### config.mk
export PLATFORM = sky130hd
export DESIGN_NAME = serial_pattern_tx
export DESIGN_NICKNAME = d
export VERILOG_FILES = /design/src/rtl/serial_pattern_tx.sv
export SDC_FILE = /design/constraint.sdc
export NUM_CORES = 1
export LEC_CHECK = 0
export BUFFER_PORTS_ARGS = -buffer_cell sky130_fd_sc_hd__buf_2
export CORE_MARGIN = 10
export CORE_UTILIZATION = 55
export DETAILED_ROUTE_END_ITERATION = 10
export GPL_TIMING_DRIVEN = 1
export PLACE_DENSITY = 0.76
export SYNTH_ARGS = -nofsm -noshare
export SYNTH_HDL_FRONTEND = slang
export SYNTH_SLANG_ARGS = --single-unit
### constraint.sdc
create_clock -name clk -period 2.25 [get_ports clk]
set_clock_uncertainty 0.05 [all_clocks]
set_input_delay 0.225 -clock clk [delete_from_list [all_inputs] [get_ports clk]]
set_output_delay 0.225 -clock clk [all_outputs]
set_load 0.01 [all_outputs]
### src/rtl/serial_pattern_tx.sv
// Repeating serial pattern transmitter: bursts of PATTERN frames separated by GAP idle cycles.
// Optional feature: define SERIAL_PATTERN_TX_PARITY_EN to append an even-parity bit to each frame.
module serial_pattern_tx #(
    parameter int unsigned      PAT_W   = 6,
    parameter logic [PAT_W-1:0] PATTERN = 6'b101111,
    parameter int unsigned      GAP     = 2
) (
    input  logic       clk,
    input  logic       rst,
    input  logic       start,
    input  logic [3:0] count,
    input  logic       stop,
    output logic       x,
    output logic       valid,
    output logic       busy,
    output logic       done
);

`ifdef SERIAL_PATTERN_TX_PARITY_EN
    typedef enum logic [2:0] {StIdle, StSend, StPar, StGap, StDone} state_e;
    localparam logic Parity = ^PATTERN;
`else
    typedef enum logic [2:0] {StIdle, StSend, StGap, StDone} state_e;
`endif

    localparam logic [3:0] LastBit = 4'(PAT_W - 1);
    localparam logic [3:0] LastGap = (GAP != 0) ? 4'(GAP - 1) : 4'd0;

    state_e           state_q, state_d;
    logic [3:0]       bit_cnt_q, bit_cnt_d;
    logic [3:0]       rep_q, rep_d;
    logic [3:0]       count_q, count_d;
    logic             stop_q, stop_d;
    logic             stop_seen;
    logic             last_rep;
    state_e           frame_next;
    logic [PAT_W-1:0] pat_shift;

    always_ff @(posedge clk) begin
        if (rst) begin
            state_q   <= StIdle;
            bit_cnt_q <= 4'd0;
            rep_q     <= 4'd0;
            count_q   <= 4'd0;
            stop_q    <= 1'b0;
        end else begin
            state_q   <= state_d;
            bit_cnt_q <= bit_cnt_d;
            rep_q     <= rep_d;
            count_q   <= count_d;
            stop_q    <= stop_d;
        end
    end

    // A stop arriving on the deciding edge counts as well as an earlier sticky one.
    assign stop_seen = stop_q | stop;
    assign last_rep  = (count_q != 4'd0) && ((rep_q + 4'd1) == count_q);

    always_comb begin
        frame_next = StSend;
        if (stop_seen || last_rep) begin
            frame_next = StDone;
        end else if (GAP != 0) begin
            frame_next = StGap;
        end
    end

    always_comb begin
        state_d   = state_q;
        bit_cnt_d = bit_cnt_q;
        rep_d     = rep_q;
        count_d   = count_q;
        stop_d    = stop_q;
        unique case (state_q)
            StIdle: begin
                if (start) begin
                    state_d   = StSend;
                    bit_cnt_d = 4'd0;
                    rep_d     = 4'd0;
                    count_d   = count;
                    stop_d    = stop;
                end
            end
            StSend: begin
                stop_d = stop_seen;
                if (bit_cnt_q == LastBit) begin
                    bit_cnt_d = 4'd0;
`ifdef SERIAL_PATTERN_TX_PARITY_EN
                    state_d = StPar;
`else
                    state_d = frame_next;
                    rep_d   = rep_q + 4'd1;
`endif
                end else begin
                    bit_cnt_d = bit_cnt_q + 4'd1;
                end
            end
`ifdef SERIAL_PATTERN_TX_PARITY_EN
            StPar: begin
                stop_d  = stop_seen;
                state_d = frame_next;
                rep_d   = rep_q + 4'd1;
            end
`endif
            StGap: begin
                stop_d = stop_seen;
                if (stop_seen) begin
                    state_d   = StDone;
                    bit_cnt_d = 4'd0;
                end else if (bit_cnt_q == LastGap) begin
                    state_d   = StSend;
                    bit_cnt_d = 4'd0;
                end else begin
                    bit_cnt_d = bit_cnt_q + 4'd1;
                end
            end
            StDone: begin
                state_d = StIdle;
                stop_d  = 1'b0;
            end
            default: state_d = StIdle;
        endcase
    end

    // MSB-first: shift the current bit up into the top position.
    assign pat_shift = PATTERN << bit_cnt_q;

    always_comb begin
        x     = 1'b0;
        valid = 1'b0;
        busy  = (state_q != StIdle);
        done  = (state_q == StDone);
        if (state_q == StSend) begin
            x     = pat_shift[PAT_W-1];
            valid = 1'b1;
        end
`ifdef SERIAL_PATTERN_TX_PARITY_EN
        if (state_q == StPar) begin
            x     = Parity;
            valid = 1'b1;
        end
`endif
    end

endmodule

# After elaboration in Yosys (flattened, before gate mapping)
# Cells that the tools add are included.
# word_totals
word_cells,49
regBits,16
input_bits,8
output_inout_bits,4
# classes
bitwise,1
n_shift,1
reduce_logical,14
n_eq_ne,9
n_mux,17
addsub,2
# ops
cell,count
4-bit 2-to-1 mux,5
3-bit 2-to-1 mux,4
4-bit case mux with 3 select lines,1
3-bit case mux with 3 select lines,1
3-bit nonzero test,3
4-bit by 1-bit adder with 4-bit output (second input constant),2
4-bit case mux with 2 select lines,1
3-bit by 2-bit == test with 1-bit output (second input constant),2
2-bit AND reduction,3
3-bit AND reduction,2
6-bit by 4-bit left shift with 6-bit output (first input constant),1
4-bit by 1-bit == test with 1-bit output (second input constant),1
4-bit by 3-bit == test with 1-bit output (second input constant),1
4-bit == test,1
1-bit 2-to-1 mux,4
2-bit inequality test (second input constant),2
4-bit nonzero test,1
3-bit by 1-bit == test with 1-bit output (second input constant),1
3-bit logical NOT,1
3-bit inequality test (second input constant),1
1-bit case mux with 3 select lines,1
2-bit nonzero test,1
2-bit OR reduction,1
1-bit logical AND,1
other kinds (2),2

# Longest topological paths before layout
# Gate-level depths: netlist (run 1).
# logic_depth
ltp_word,7
ltp_mapped,7
depth_no_buf,6

# Worst setup path before layout (run 1)
# Ideal clock, no wire load.
# synth_timing
path_type,register -> register
startpoint,reg bit_cnt_q[0]
endpoint,reg state_q[1]
required_ns,2.068
setup_ns,0.132
t_arrival_ns,1.543
n_path_buf,0
setup_slack_ns,0.525
synth_period_minus_slack_ns,1.725
stages_incl_launch_ff,6
cell_sequence,dfxtp_1 > ha_1 > or3b_4 > a221oi_4 > mux2i_1 > a21oi_1
# synth_between
elab_chain_len,3
elab_cells_between_ends,5
classes_between,eq/ne (4); reduce/logical (1)
# synth_lines
element,line_no,rtl
from (decl),30,"logic [3:0] bit_cnt_q, bit_cnt_d;"
from (signal assigned),48,bit_cnt_q <= bit_cnt_d;
4-bit by 1-bit == test with 1-bit output / 4-bit by 3-bit == test with 1-bit output (equally long branches),"110, 86",
3-bit inequality test (no source line) / 2-bit inequality test (equally long branches),-,
3-bit AND reduction (no source line) *,-,
to (signal assigned),41,state_q <= StIdle;
to (signal assigned),47,state_q <= state_d;
to (decl),29,"state_e state_q, state_d;"
# Every way passes the cells marked *; elsewhere a longest branch is shown, timed or not.
# A chain may end at the register's enable or synchronous reset.

# Worst setup path in the final report (run 1)
# layout_timing
startpoint,reg state_q[0]
endpoint,reg bit_cnt_q[2]
# layout_between
elab_chain_len,3
elab_cells_between_ends,7
classes_between,eq/ne (3); mux (1); reduce/logical (3)
# layout_lines
element,line_no,rtl
3-bit by 1-bit == test with 1-bit output (tied with other cells),74,unique case (state_q)
3-bit nonzero test (no source line) / 2-bit inequality test (equally long branches),-,
2-bit AND reduction (no source line),-,
# Parallel ways exist; a longest one is shown, timed or not.

==> summary.txt, run 1 <==
Status = finished, final reports clean
Iteration-0 DRC count of the detailed router = 42
Max layer used = met4
Routability congestion estimate = 0.801
Post-Layout Cell Count = 162
Post-CTS setup buffers = 0
Pins over their slew limit = 0
Num CTS Buffers = 3
Netlist cell types = 37
IO Pins = 12
Total negative slack = 0 ns
Setup Crit Path Kind = reg -> reg
Final net count = 154
Drt drc = 0
Avg WL per Cell = 12.9 µm
Actual slew at the worst max-slew pin = 0.515 ns
Fmax = 520 MHz
Global-route usage over all layers = 11.0%
Yosys warning count = 0
H-tree depth = 1
CP max-delay cell = nor3b_1
Rows = 15
M1 wire length = 877 µm
# resized after CTS = 0
Lkg Pwr = 0.000438 µW
Routed vias = 916
Worst path cell trace = inv_1 > ha_1 > nor3b_1 > o32a_1 > o211ai_1 > a21oi_1
Worst EP required = 2.43 ns
Rel. slew slack = 65.6%
Clk Latency, worst-skew pair = 0.30 ns
CTS root buf = clkbuf_4
Clk buf depth = 2
RSZ-0062 raised after global routing = no
IO Port Bufs = 11
Initial antenna violation count = 0
Initial Utilization = 58.3%
First drt pass iteration count = 4
Area of the core = 1730 µm²
Seq/Total Area, Yosys = 29.9%
Final period util = 85.5%
Final wirelength = 2080 µm
Vias per cell = 5.65
Commonest cells post-synth = dfxtp_1, nand2_1, a21oi_1, nor2_1, ha_1
Crit path buffers/inverters = 1
Hold Fails Final Rpt = 0
Metal2 WL = 1050 µm
Synth Area per Inst = 7.98 µm²
Post-Syn Instances = 126
Worst VDD drop = 0.000781 V
Vias in the first global route = 825
WL met3 = 128 µm
Worst hold path class = in -> reg
Synth area leader = dfxtp_1
Hold_buf cts = 0
Top_reg_cell synth = dfxtp_1
Die Span X = 62.8 µm
Flop2flop setup slack = 0.33 ns
Die H = 62.8 µm
Final ANT Viol Nets = 0
Max-cap viol count = 0
First-pass GRT wire length = 3570 µm
Tmin final = 1.92 ns
# fillers = 161
Synth area leaders = dfxtp_1, ha_1, a21oi_1, nand2_1, nor2_1
Die area = 3940 µm²
Syn Nets = 142
Total gr overflow = 0
Post-synth EDFFs = 0
Data arrival time of the worst path = 2.10 ns
Fraction of registers with async set/reset = 0%
Fraction of layout cells with a size suffix above 1 = 13.1%
CTS clk-pin slew, worst paths = 0.09 ns
Max incr delay on CP = 0.47 ns
HPWL Detailed = 1610 µm
DP Cell Count = 158
CTS sink cnt = 15
Post-Synthesis Cell Area = 1010 µm²
Diode count = 0
Pin count of the biggest net entering global routing = 17
Synth Register Bits = 15
CP top delay family = compound AO/OA/AOI/OAI gates
Area grow syn2layout = 9.70%
CTS tree = built
Startpoint Class = flip-flop
Top-area cell type share of the netlist area = 29.9%
Worst-path fanout max = 5
Setup crit end kind = flip-flop
Pwr Density = 863 nW/µm²
Final setup vio count = 0
## routing by layer
metal  vias to the layer above  GRT usage, %
met5                         -             0
li1                        478             -
met4                         0          5.59
met3                         4          4.48
met1                       416          11.6
met2                        18          18.5
## cells by family (layout without fill, tap and decap cells)
kind of cell	count (synthesis)	after routing	share of synthesized area, %
adders and majority gates	8	8	9.95
xor gates and xnor gates	5	5	4.35
buffers and inverters	10	21	4.48
DFF	15	15	29.9
AOI/OAI and AO/OA	29	29	19.4
muxes	2	2	1.99
and+or+nand+nor	57	57	30.0
## worst paths after layout
kind                           start  cells after the start                         to
max          state_q[0]$_SDFFE_PP0P_                      6  bit_cnt_q[2]$_SDFFE_PP0P_
min                         count[1]                      3    count_q[1]$_SDFFE_PP0P_
max reg2reg  state_q[0]$_SDFFE_PP0P_                      6  bit_cnt_q[2]$_SDFFE_PP0P_
min reg2reg  count_q[2]$_SDFFE_PP0P_                      2    count_q[2]$_SDFFE_PP0P_
## layout by cell type (no fill, tap or decap), drive strengths merged, types with 4 or more instances in the layout
cell | netlist | layout
nor2 | 10 | 10
dfxtp | 15 | 15
ha | 8 | 8
inv | 4 | 4
nand3 | 7 | 7
nor3b | 4 | 4
buf | 1 | 13
o21ai | 6 | 6
clkbuf | 5 | 4
nand2 | 15 | 15
a21oi | 13 | 13
## metrics by stage
step | hold slack (ns) | total power (µW) | setup WS [ns] | utilization (%) | cell area, µm²
after CTS | 0.121 | 959 | 0.331 | 63.9 | 1100
after global placement | 0.413 | 785 | 0.417 | 62.4 | 1080
after floorplan | 0.322 | 672 | 0.525 | - | 1010
after detailed placement | 0.418 | 800 | 0.348 | 62.4 | 1080
final | 0.132 | 952 | 0.326 | 63.9 | 1100
after global routing | 0.132 | 1030 | 0.173 | 63.9 | 1100
## flip-flops by register name (all words and copies together), names as in the netlist
register,flops
bit_cnt_q,4
state_q,2
rep_q,4
count_q,4
stop_q,1
## power by group
part           internal (µW)  total, µW  switching [µW]
clock                   69.1        159            90.3
combinational            187        460             273
sequential               298        333            34.8
total                    554        952             398
## worst register-to-register path, stage by stage, from the launching register on
cell	delay [ns]
dfxtp_1	0.35
inv_1	0.14
ha_1	0.22
nor3b_1	0.47
o32a_1	0.35
o211ai_1	0.11
a21oi_1	0.16
## area by class of cell
class,instances,area [µm²],share of cell area [%]
Multi-Input combinational cell,101,661,59.9
Sequential cell,15,300,27.2
Timing Repair Buffer,13,70.1,6.35
Tap cell,25,31.3,2.83
Clock buffer,4,26.3,2.38
Inverter,4,15.0,1.36
No activity file was read; power rests on OpenSTA's default activity.
==> inputs of run 2 (changes only) <==
BUFFER_PORTS_ARGS = default   (was -buffer_cell sky130_fd_sc_hd__buf_2)
DONT_BUFFER_PORTS = 1   (was default)
PLACE_DENSITY = 0.7   (was 0.76)
==> summary.txt, run 2 (synthesis results as in run 1) <==
Setup crit end kind = output pin (was flip-flop)
Die H = 62.8 µm (unchanged)
Rel. slew slack = 53.9% (was 65.6%)
Max incr delay on CP = 0.49 ns (was 0.47 ns)
Final setup vio count = 0 (unchanged)
HPWL Detailed = 1510 µm (was 1610 µm)
Clk buf depth = 2 (unchanged)
Post-route cell area = 1070 µm² (was 1100 µm²)
Data arrival time of the worst path = 1.71 ns (was 2.10 ns)
Diode count = 0 (unchanged)
IO Port Bufs = 0 (was 11)
Setup Crit Path Kind = reg -> out (was reg -> reg)
Rows = 15 (unchanged)
Max-cap viol count = 0 (unchanged)
Fraction of layout cells with a size suffix above 1 = 5.47% (was 13.1%)
Total gr overflow = 0 (unchanged)
Die area = 3940 µm² (unchanged)
CTS sink cnt = 15 (unchanged)
Area of the core = 1730 µm² (unchanged)
Actual slew at the worst max-slew pin = 0.691 ns (was 0.515 ns)
Area grow syn2layout = 6.59% (was 9.70%)
Worst VDD drop = 0.000923 V (was 0.000781 V)
Worst hold path class = in -> reg (unchanged)
DP Area = 1010 µm² (was 1080 µm²)
Flop2flop setup slack = 0.32 ns (was 0.33 ns)
Die Span X = 62.8 µm (unchanged)
Total negative slack = 0 ns (unchanged)
Worst-path fanout max = 12 (was 5)
Fmax = 505 MHz (was 520 MHz)
H-tree depth = 1 (unchanged)
Crit path buffers/inverters = 1 (unchanged)
First drt pass iteration count = 4 (unchanged)
First-pass GRT wire length = 3510 µm (was 3570 µm)
Vias in the first global route = 754 (was 825)
CTS tree = built (unchanged)
Post-CTS setup buffers = 0 (unchanged)
Final period util = 88.1% (was 85.5%)
RSZ-0062 raised after global routing = no (unchanged)
Final wirelength = 2120 µm (was 2080 µm)
Worst path cell trace = inv_1 > ha_1 > nor3b_1 (was inv_1 > ha_1 > nor3b_1 > o32a_1 > o211ai_1 > a21oi_1)
Routed vias = 856 (was 916)
Final ANT Viol Nets = 0 (unchanged)
Vias per cell = 5.59 (was 5.65)
Hold_buf cts = 3 (was 0)
CTS clk-pin slew, worst paths = 0.10 ns (was 0.09 ns)
Status = finished, final reports clean (unchanged)
Initial Utilization = 58.3% (unchanged)
Final net count = 145 (was 154)
Lkg Pwr = 0.000400 µW (was 0.000438 µW)
Avg WL per Cell = 13.8 µm (was 12.9 µm)
Initial antenna violation count = 0 (unchanged)
Worst EP required = 1.98 ns (was 2.43 ns)
Pwr Density = 861 nW/µm² (was 863 nW/µm²)
Global-route usage over all layers = 10.9% (was 11.0%)
# resized after CTS = 0 (unchanged)
Startpoint Class = flip-flop (unchanged)
CP top delay family = adder cells (was compound AO/OA/AOI/OAI gates)
Pin count of the biggest net entering global routing = 15 (was 17)
End-of-flow core utilization = 62.1% (was 63.9%)
Clk Latency, worst-skew pair = 0.31 ns (was 0.30 ns)
Biggest regs = bit_cnt_q x4, count_q x4, rep_q x4 (unchanged)
Num CTS Buffers = 3 (unchanged)
Hold Fails Final Rpt = 0 (unchanged)
Total chip power = 923 µW (was 952 µW)
Pins over their slew limit = 0 (unchanged)
Iteration-0 DRC count of the detailed router = 17 (was 42)
CP max-delay cell = ha_1 (was nor3b_1)
CTS root buf = clkbuf_4 (unchanged)
Drt drc = 0 (unchanged)
Tmin final = 1.98 ns (was 1.92 ns)
Most frequent cells in the layout = nand2_1, dfxtp_1, a21oi_1 (unchanged)
Routability congestion estimate = 0.851 (was 0.801)
IO Pins = 12 (unchanged)
run 2: cell types whose count changed in the layout (fill, tap and decap cells not counted), sizes merged:
cell,previous run,this run
buf,13,1
dlygate4sd3,0,3
clkbuf,4,3
clkinv,0,1
run 2: path summary, 6_finish.rpt:
| path | from | cells past startpoint | endpoint |
|---|---|---|---|
| max | state_q[1]$_SDFFE_PP0P_ | 3 | x |
| min | start | 2 | count_q[2]$_SDFFE_PP0P_ |
| max reg2reg | state_q[1]$_SDFFE_PP0P_ | 6 | bit_cnt_q[1]$_SDFFE_PP0P_ |
| min reg2reg | count_q[2]$_SDFFE_PP0P_ | 2 | count_q[2]$_SDFFE_PP0P_ |
run 2: per-stage QoR:
| step | std cells | worst slack, ns | hold WS [ns] |
|---|---|---|---|
| floorplan | 126 | 0.525 | 0.322 |
| global placement | 146 | 0.385 | 0.246 |
| detailed placement | 146 | 0.371 | 0.248 |
| CTS | 153 | 0.236 | 0.00327 |
| global route | 153 | 0.153 | 0.00582 |
| finish | 153 | 0.268 | 0.0143 |
run 2: final cells by class:
class,instances,area [µm²]
well taps,25,31.3
multi-input cells,101,661
repair buffers,4,37.5
clock buffers,3,22.5
flip-flops and latches,15,300
clock inverters,1,5.00
inverters,4,15.0
fillers,159,654
run 2: power breakdown:
group          total (µW)  switching (µW)  internal (µW)
Combinational         424             262            162
Clock                 165            98.5           66.5
Sequential            335            36.4            298
Total                 923             397            526
run 2: per-layer routing:
layer | routed length [µm] | up-vias | GRT usage (%)
met1 | 1020 | 392 | 12.0
met2 | 960 | 6 | 17.2
met3 | 81 | 5 | 4.30
li1 | - | 453 | -
met4 | 53 | 0 | 6.70
met5 | 0 | - | 0
run 2: worst reg2reg max path: stages (launching register included):
cell and delay (ns):
dfxtp_1 0.43, inv_1 0.09, ha_1 0.38, nor2b_1 0.22, o32a_1 0.37, a32oi_1 0.22
nor2_1 0.06
==> inputs of run 3 (changes only) <==
CORE_UTILIZATION = 30   (was 55)
PLACE_DENSITY = default   (was 0.7)
==> summary.txt, run 3 (synthesis results as in run 1) <==
Status = finished, final reports clean (unchanged)
# resized after CTS = 0 (unchanged)
Reg power frac = 36.6% (was 36.2%)
H-tree depth = 1 (unchanged)
Startpoint Class = flip-flop (unchanged)
Total chip power = 916 µW (was 923 µW)
Routability congestion estimate = 0.832 (was 0.851)
Total negative slack = 0 ns (unchanged)
Vias per cell = 5.15 (was 5.59)
R2r endpoint = bit_cnt_q[1]$_SDFFE_PP0P_ (unchanged)
Hold Fails Final Rpt = 0 (unchanged)
CP max-delay cell = nor3b_1 (was ha_1)
Hold worst-path end = count_q[2]$_SDFFE_PP0P_ (unchanged)
Int Power = 527 µW (was 526 µW)
Clk Latency, worst-skew pair = 0.28 ns (was 0.31 ns)
Num CTS Buffers = 3 (unchanged)
Worst EP required = 1.98 ns (about the same)
CTS sink cnt = 15 (unchanged)
Gate power share = 46.4% (was 45.9%)
Setup crit end kind = output pin (unchanged)
Worst VDD drop = 0.000726 V (was 0.000923 V)
Die area = 6070 µm² (was 3940 µm²)
Diode count = 0 (unchanged)
Fraction of layout cells with a size suffix above 1 = 4.76% (was 5.47%)
Setup Crit Path Kind = reg -> out (unchanged)
Die H = 77.9 µm (was 62.8 µm)
Fmax = 483 MHz (was 505 MHz)
Min-delay src = count[2] (was start)
Vias in the first global route = 782 (was 754)
CTS tree = built (unchanged)
Initial antenna violation count = 0 (unchanged)
Crit Reg-Reg Startpoint = state_q[1]$_SDFFE_PP0P_ (unchanged)
Worst hold path class = in -> reg (unchanged)
Routed vias = 875 (was 856)
Actual slew at the worst max-slew pin = 0.731 ns (was 0.691 ns)
WHS = 0.0303 ns (was 0.0143 ns)
Post-CTS setup buffers = 0 (unchanged)
First drt pass iteration count = 4 (unchanged)
IO Pins = 12 (unchanged)
Final setup vio count = 0 (unchanged)
Switching share of power = 42.5% (was 43.0%)
Max incr delay on CP = 0.55 ns (was 0.49 ns)
Pwr Density = 853 nW/µm² (was 861 nW/µm²)
Lkg Pwr = 0.000389 µW (was 0.000400 µW)
Iteration-0 DRC count of the detailed router = 47 (was 17)
Total gr overflow = 0 (unchanged)
Avg WL per Cell = 13.0 µm (was 13.8 µm)
End-of-flow core utilization = 34.4% (was 62.1%)
Tmin final = 2.07 ns (was 1.98 ns)
Worst path cell trace = inv_1 > ha_1 > nor3b_1 (unchanged)
Drt drc = 0 (unchanged)
Flop2flop setup slack = 0.31 ns (was 0.32 ns)
Post-route cell area = 1070 µm² (about the same)
Final ANT Viol Nets = 0 (unchanged)
Final net count = 143 (was 145)
Max-cap viol count = 0 (unchanged)
Biggest regs = bit_cnt_q x4, count_q x4, rep_q x4 (unchanged)
Reg2Reg Depth = 6 (unchanged)
Pins over their slew limit = 0 (unchanged)
Pin count of the biggest net entering global routing = 15 (unchanged)
Global-route usage over all layers = 7.45% (was 10.9%)
RSZ-0062 raised after global routing = no (unchanged)
Rel. slew slack = 51.1% (was 53.9%)
Switching pwr = 390 µW (was 397 µW)
Hold_buf cts = 1 (was 3)
Clk buf depth = 2 (unchanged)
First-pass GRT wire length = 3770 µm (was 3510 µm)
Clock network power share = 17.0% (was 17.9%)
Worst-path fanout max = 12 (unchanged)
Final period util = 92.0% (was 88.1%)
Initial Utilization = 32.2% (was 58.3%)
Data arrival time of the worst path = 1.79 ns (was 1.71 ns)
Area of the core = 3130 µm² (was 1730 µm²)
DP Area = 1040 µm² (was 1010 µm²)
HPWL Detailed = 1670 µm (was 1510 µm)
CTS root buf = clkbuf_4 (unchanged)
Most frequent cells in the layout = nand2_1, dfxtp_1, a21oi_1 (unchanged)
Area grow syn2layout = 6.84% (was 6.59%)
Crit path buffers/inverters = 1 (unchanged)
Hold path cells = 2 (unchanged)
Die Span X = 77.9 µm (was 62.8 µm)
Final wirelength = 2200 µm (was 2120 µm)
CP top delay family = simple AND/OR/NAND/NOR gates (was adder cells)
Rows = 20 (was 15)
IO Port Bufs = 0 (unchanged)
CTS clk-pin slew, worst paths = 0.09 ns (was 0.10 ns)
==> run 3: changes by cell type in the layout (fill, tap and decap cells not counted), sizes merged <==
cell and change:
clkbuf +1, dlygate4sd3 -2, clkinv -1
==> run 3: worst register-to-register path: cells and delay by family (launching register included) <==
kind	cells	cell delay, ns
fa+ha+maj	1	0.38
simple gates	2	0.27
buf+inv	1	0.09
flops	1	0.44
compound gates	2	0.57
==> run 3: through the flow <==
stage	instances	worst slack, ns
finish	170	0.181
CTS	170	0.139
floorplan	126	0.525
detailed placement	165	0.358
global route	170	0.0480
global placement	165	0.389
==> run 3: area by class of cell <==
class | instances | area, µm²
multi-input combinational | 101 | 661
clock buffer | 4 | 26.3
inverter | 4 | 15.0
sequential | 15 | 300
tap | 44 | 55.1
timing repair buffer | 2 | 17.5
fill | 344 | 2050
==> run 3: routing by layer <==
metal / track usage (%) / up-vias / part of all wire (%)
li1: - / 451 / -
met1: 8.76 / 407 / 45
met2: 12.6 / 15 / 51
met3: 1.38 / 2 / 2.9
met4: 3.76 / 0 / 1.5
met5: 0 / - / 0
==> run 3: worst max-delay path by stage <==
| stage | to | start | slack [ns] | depth (start not counted) |
|---|---|---|---|---|
| 2_1_floorplan | state_q[1]$_SDFFE_PP0P_ | bit_cnt_q[0]$_SDFFE_PP0P_ | 0.52 | 5 |
| 3_3_place_gp | bit_cnt_q[1]$_SDFFE_PP0P_ | state_q[1]$_SDFFE_PP0P_ | 0.39 | 6 |
| 3_5_place_dp | bit_cnt_q[1]$_SDFFE_PP0P_ | state_q[1]$_SDFFE_PP0P_ | 0.36 | 6 |
| 4_1_cts | x | state_q[1]$_SDFFE_PP0P_ | 0.14 | 3 |
| 5_1_grt | x | state_q[1]$_SDFFE_PP0P_ | 0.05 | 3 |
| 6_report | x | state_q[1]$_SDFFE_PP0P_ | 0.18 | 3 |
==> run 3: power by group through the flow <==
stage                     clock network [µW]  registers (µW)  logic (µW)
after global placement                     0             340         419
after floorplan                            0             332         340
final                                    156             335         425
after CTS                                166             335         428
after detailed placement                   0             341         422
after global routing                     179             341         480
